### config.mk
export PLATFORM = sky130hd
export DESIGN_NAME = fetch_unit
export DESIGN_NICKNAME = d
export VERILOG_FILES = /design/src/rtl/fetch_unit.sv
export SDC_FILE = /design/constraint.sdc
export NUM_CORES = 1
export LEC_CHECK = 0
export CAP_MARGIN = 20
export CORE_MARGIN = 2
export CORE_UTILIZATION = 41
export DETAILED_ROUTE_END_ITERATION = 12
export GPL_ROUTABILITY_DRIVEN = 0
export PLACE_DENSITY = 0.76
export SYNTH_ARGS = -nofsm -noshare
export SYNTH_HDL_FRONTEND = slang
export SYNTH_SLANG_ARGS = --single-unit
### constraint.sdc
create_clock -name clk -period 1.5 [get_ports clk]
set_input_delay 0.15 -clock clk [delete_from_list [all_inputs] [get_ports clk]]
set_output_delay 0.15 -clock clk [all_outputs]
set_load 0.02 [all_outputs]
### src/rtl/fetch_unit.sv
// Instruction fetch stage: drives the code-memory address from PC, registers the returned
// word into ir, and stops on the halt word until reset.
module fetch_unit #(
  parameter logic [7:0]  RESET_PC  = 8'h00,
  parameter logic [15:0] HALT_WORD = 16'h0000
) (
  input  logic        clk,
  input  logic        reset,
  output logic [7:0]  mem_addr,
  input  logic [15:0] mem_data,
  input  logic        stall,
  input  logic        jump,
  input  logic [7:0]  jump_addr,
  output logic [15:0] ir,
  output logic [7:0]  ir_pc,
  output logic        ir_valid,
  output logic        halted,
  output logic [15:0] instr_count
);

  localparam logic [0:0] StRun  = 1'b0;
  localparam logic [0:0] StHalt = 1'b1;

  logic [0:0]  state_q, state_d;
  logic [7:0]  pc_q, pc_d;
  logic [15:0] ir_q, ir_d;
  logic [7:0]  ir_pc_q, ir_pc_d;
  logic        valid_q, valid_d;
  logic [15:0] count_q, count_d;

  always_comb begin
    state_d = state_q;
    pc_d    = pc_q;
    ir_d    = ir_q;
    ir_pc_d = ir_pc_q;
    valid_d = valid_q;
    count_d = count_q;
    if (state_q == StRun) begin
      // Jump outranks both stall and a halt word on the bus.
      if (jump) begin
        pc_d    = jump_addr;
        valid_d = 1'b0;
      end else if (!stall) begin
        if (mem_data == HALT_WORD) begin
          state_d = StHalt;
          valid_d = 1'b0;
        end else begin
          ir_d    = mem_data;
          ir_pc_d = pc_q;
          valid_d = 1'b1;
          pc_d    = pc_q + 8'd1;
          count_d = (count_q == 16'hFFFF) ? count_q : count_q + 16'd1;
        end
      end
    end
  end

  always_ff @(posedge clk or posedge reset) begin
    if (reset) begin
      state_q <= StRun;
      pc_q    <= RESET_PC;
      ir_q    <= 16'h0000;
      ir_pc_q <= 8'h00;
      valid_q <= 1'b0;
      count_q <= 16'h0000;
    end else begin
      state_q <= state_d;
      pc_q    <= pc_d;
      ir_q    <= ir_d;
      ir_pc_q <= ir_pc_d;
      valid_q <= valid_d;
      count_q <= count_d;
    end
  end

  assign mem_addr    = pc_q;
  assign ir          = ir_q;
  assign ir_pc       = ir_pc_q;
  assign ir_valid    = valid_q;
  assign halted      = (state_q == StHalt);
  assign instr_count = count_q;

endmodule

# After elaboration in Yosys (flattened, before gate mapping)
# Index checks and enable logic that the tools add are counted.
# op_classes
add_sub_neg,2
n_reduce_logical,5
n_eq_ne,3
n_mux,10
bitwise_logic,5
# op_table
operator,n
2-to-1 mux 8 bit,3
adder 16 x 1 -> 16 bit (second input constant),1
== test 16 bit (second input constant),1
zero test 16 bit,1
adder 8 x 1 -> 8 bit (second input constant),1
2-to-1 mux 1 bit,7
inverter 1 bit,5
AND reduction 5 bit,1
AND reduction 4 bit,1
AND reduction 3 bit,1
inequality test 2 x 1 -> 1 bit (second input constant),1
inequality test 2 bit (second input constant),1
AND reduction 2 bit,1
# totals
register_bits,50
word_cells,31

# Longest topological paths before layout
# Gate-level depths: netlist of run 1.
# depth
depth_word,5
ltp_mapped,6
mapped_depth_nobuf,6

# Worst setup path before layout of run 1
# No wires, ideal clock.
# synth_path
kind,reg-to-reg
start,register count_q[8] (netlist: instr_count[8])
end,register count_q[5] (netlist: instr_count[5])
path_slack_ps,-261
stages_incl_launch_ff,7
arrival_time_ps,1622
synth_period_minus_slack_ps,1761
setup_time_ps,139
cell_sequence,dfrtp_1 -> nand3_1 -> or2_1 -> nor3_1 -> buf_2 -> nor4b_1 -> xor2_1
# synth_via
elab_chain_cells,3
# synth_lines
element,line_no,rtl
from (decl),29,"logic [15:0] count_q, count_d;"
from (signal assigned),72,count_q <= count_d;
== test 16 bit,52,count_d = (count_q == 16'hFFFF) ? count_q : count_q + 16'd1;
inverter 1 bit (no line),-,
AND reduction 5 bit (no line),-,
# Every way passes these cells.
# A chain may end at the register's enable or synchronous reset.

# Worst setup path after layout of run 1
# layout_path
start,register count_q[6] (netlist: instr_count[6])
end,register count_q[1] (netlist: instr_count[1])
# Same word-level chain as after synthesis.

==> out/metrics.cfg, run 1 <==
[cells_and_area]
syn_to_final_growth_pct=71.6
final_area_mm2=0.00400
antenna_cells=0
fin_util=0.726
nNetsFinal=363
layout_commonest_cell=buf_4
n_fill_cell=403
drive_above_1_share=0.428
final_cell_mix=buf_4, dlygate4sd2_1, clkdlybuf4s50_1, dfrtp_1, mux2_2

[clocking]
htreeDepth=2
hold_buffers=0
clk_pin_slew_ns=0.09
cts_root_buf=clkbuf_8
insertion_delay_ns=0.29
cts_tree=yes
clockBufferDepth=2
cts.sinks=50
cts_buffers=5

[critical_path]
r2r_slack_ns=-0.07
critPathMaxFanout=7
cp-endpoint=instr_count[1]
startpoint_type=flip-flop
path_class=reg -> reg
worstReg2RegStart=instr_count[6]
rr_worst_depth=6
worstPathArrival_ns=1.75
r2r_end=instr_count[1]
endpoint_kind=flip-flop
crit_start=instr_count[6]
cp_data_required_time_ns=1.69

[drt]
dr.pass1.iters=4
routed-via-count=2110
avgViaCountPerCell=5.20
dr.first_iter.drc_count=56
wl_per_cell_um=16.1
drc=0
ant_nets=0
drt_wl_total_mm=6.53

[sta]
slew_headroom=0.757
timing.fmax_mhz=639
setup_violations=1
fin_ws_ns=-0.0657
rsz0062_at_grt=true
hold_viol=0
worstMarginPinSlew_ns=0.365
fin_crit_sh=1.04
fin_worst_skew_ns=0.00489
fin_crit_ns=1.57
maxSlewViolCount=0

[placed_design]
place_area_mm2=0.00365
dp_hpwl_mm=4.50
port_buffers=77
pre_cts_ws_ns=-0.514

[floorplan]
fp.coreArea_mm2=0.00551
die_w_um=79.4
start_util=0.423
io_pins=78
fp.dieH_um=79.4
dieArea_mm2=0.00630
rows=27

[grt]
grt_pass1_vias=2181
antenna_found_initial=0
grt_remaining_overflow=0
track_usage=0.208
grt_pass1_wl_mm=10.4
grt_max_degree=26

[yosys]
yosys.area_share.simple=0.172
ys_warn_count=0
synthCells=201
synth-main-ff-cell=dfrtp_1
netlist_area_mm2=0.00233
avgSynthCellArea_um2=11.6
synthMuxAreaShare=0.125
synth_compound_area_frac=0.0644
synth_nets=231
synth_fa_ha_area_frac=0.0107
async_flop_share=1.00
synth_cell_type_count=41
synth_top_family_by_area=simple AND/OR/NAND/NOR gates
synth_xor_area_frac=0.0564
ys_ff_latch=50
synth_edf_count=0
ys_seq_area_frac=0.537

[power]
p_total_uw=2580
p_int_uw=1940
pwr-share-comb=0.144
netSwitchingFraction=0.247
p_seq_frac=0.547
p_leak_uw=0.00185
max-vdd-ir-drop_mv=0.512
switchingPower_uw=636
power_density_mw_per_mm2=645
pwr-share-clk=0.309

[outcome]
violations=negative setup slack
status=finished with violations

[run]
cap_violations=0

[worst_hold_path]
hp-class=in -> async

[worst min path at each step]
stage	startpoint	to
2_1_floorplan	stall	halted
3_3_place_gp	reset	ir[3]
3_5_place_dp	reset	ir[3]
4_1_cts	reset	instr_count[3]
5_1_grt	reset	ir[2]
6_report	reset	ir[2]
[flip-flops by register name (all words and copies together) (netlist names)]
signal       flops
mem_addr         8
ir              16
ir_pc            8
halted           1
instr_count     16
ir_valid         1
[power groups by stage]
stage	registers, uW	logic (uW)	clock network, uW
floorplan	1490	81.8	0
global placement	1430	377	0
detailed placement	1440	381	0
CTS	1410	365	819
global route	1420	400	883
finish	1410	371	796
[routing by layer]
| layer | routed length, um | GRT usage | vias up |
|---|---|---|---|
| met5 | 0 | 0 | - |
| met4 | 98 | 0.0586 | 0 |
| met3 | 309 | 0.0464 | 14 |
| met2 | 3450 | 0.358 | 64 |
| met1 | 2670 | 0.263 | 1036 |
| li1 | - | - | 996 |
[cells by family (layout without fill, tap and decap cells)]
kind of cell | after synthesis | in the layout
compound gates | 22 | 22
xor+xnor | 15 | 15
fa+ha+maj | 2 | 2
buf+inv | 13 | 146
flops | 50 | 50
mux | 26 | 26
simple gates | 73 | 73
[synth_stat cells (3+ instances only)]
cell,count,area share
a21oi_1,7,0.015
buf_6,4,0.019
nor2_1,10,0.016
nor3_1,10,0.021
dfrtp_1,50,0.54
mux2_2,25,0.12
nor4_1,9,0.024
xnor2_1,3,0.011
clkbuf_1,3,0.0048
nand2_1,11,0.018
nand3_1,15,0.032
inv_1,5,0.0081
xor2_1,12,0.045
[final cells by class]
type,count,area (um^2),share of cell area
multi-input cells,138,1290,0.323
repair buffers,133,1230,0.309
clock inverters,1,5.00,0.00125
inverters,5,18.8,0.00469
flip-flops and latches,50,1270,0.319
well taps,72,90.1,0.0225
clock buffers,7,86.3,0.0216
[stage by stage]
| step | cells | hold WS [ns] | TNS [ns] |
|---|---|---|---|
| floorplan | 201 | 0.245 | -0.241 |
| global placement | 386 | 0.458 | -18.29 |
| detailed placement | 386 | 0.462 | -20.12 |
| CTS | 400 | 0.143 | -0.0191 |
| global route | 406 | 0.156 | -0.938 |
| finish | 406 | 0.137 | -0.0657 |
[timing repair]
item,CTS,global route
pin swaps,16,17
resized for setup,60,20
endpoints found under the setup margin,70,23
buffers inserted,5,7
gates cloned,1,0
[critical path: stages (launching register included)]
cell and delay [ns]:
dfrtp_1 0.37, nand2_2 0.09, or2_4 0.27, nor3_4 0.25, buf_6 0.18, nor2_4 0.04
mux2_2 0.26
Power figures use the tool's default switching activity.
==> run 2, diff against run 1 <==
--- a/config.mk
+++ b/config.mk
@@ -5,7 +5,6 @@
 export SDC_FILE = /design/constraint.sdc
 export NUM_CORES = 1
 export LEC_CHECK = 0
-export CAP_MARGIN = 20
 export CORE_MARGIN = 2
 export CORE_UTILIZATION = 41
 export DETAILED_ROUTE_END_ITERATION = 12
==> results of run 2 <==
The final DEF is identical to that of run 1; final timing and power are the same.
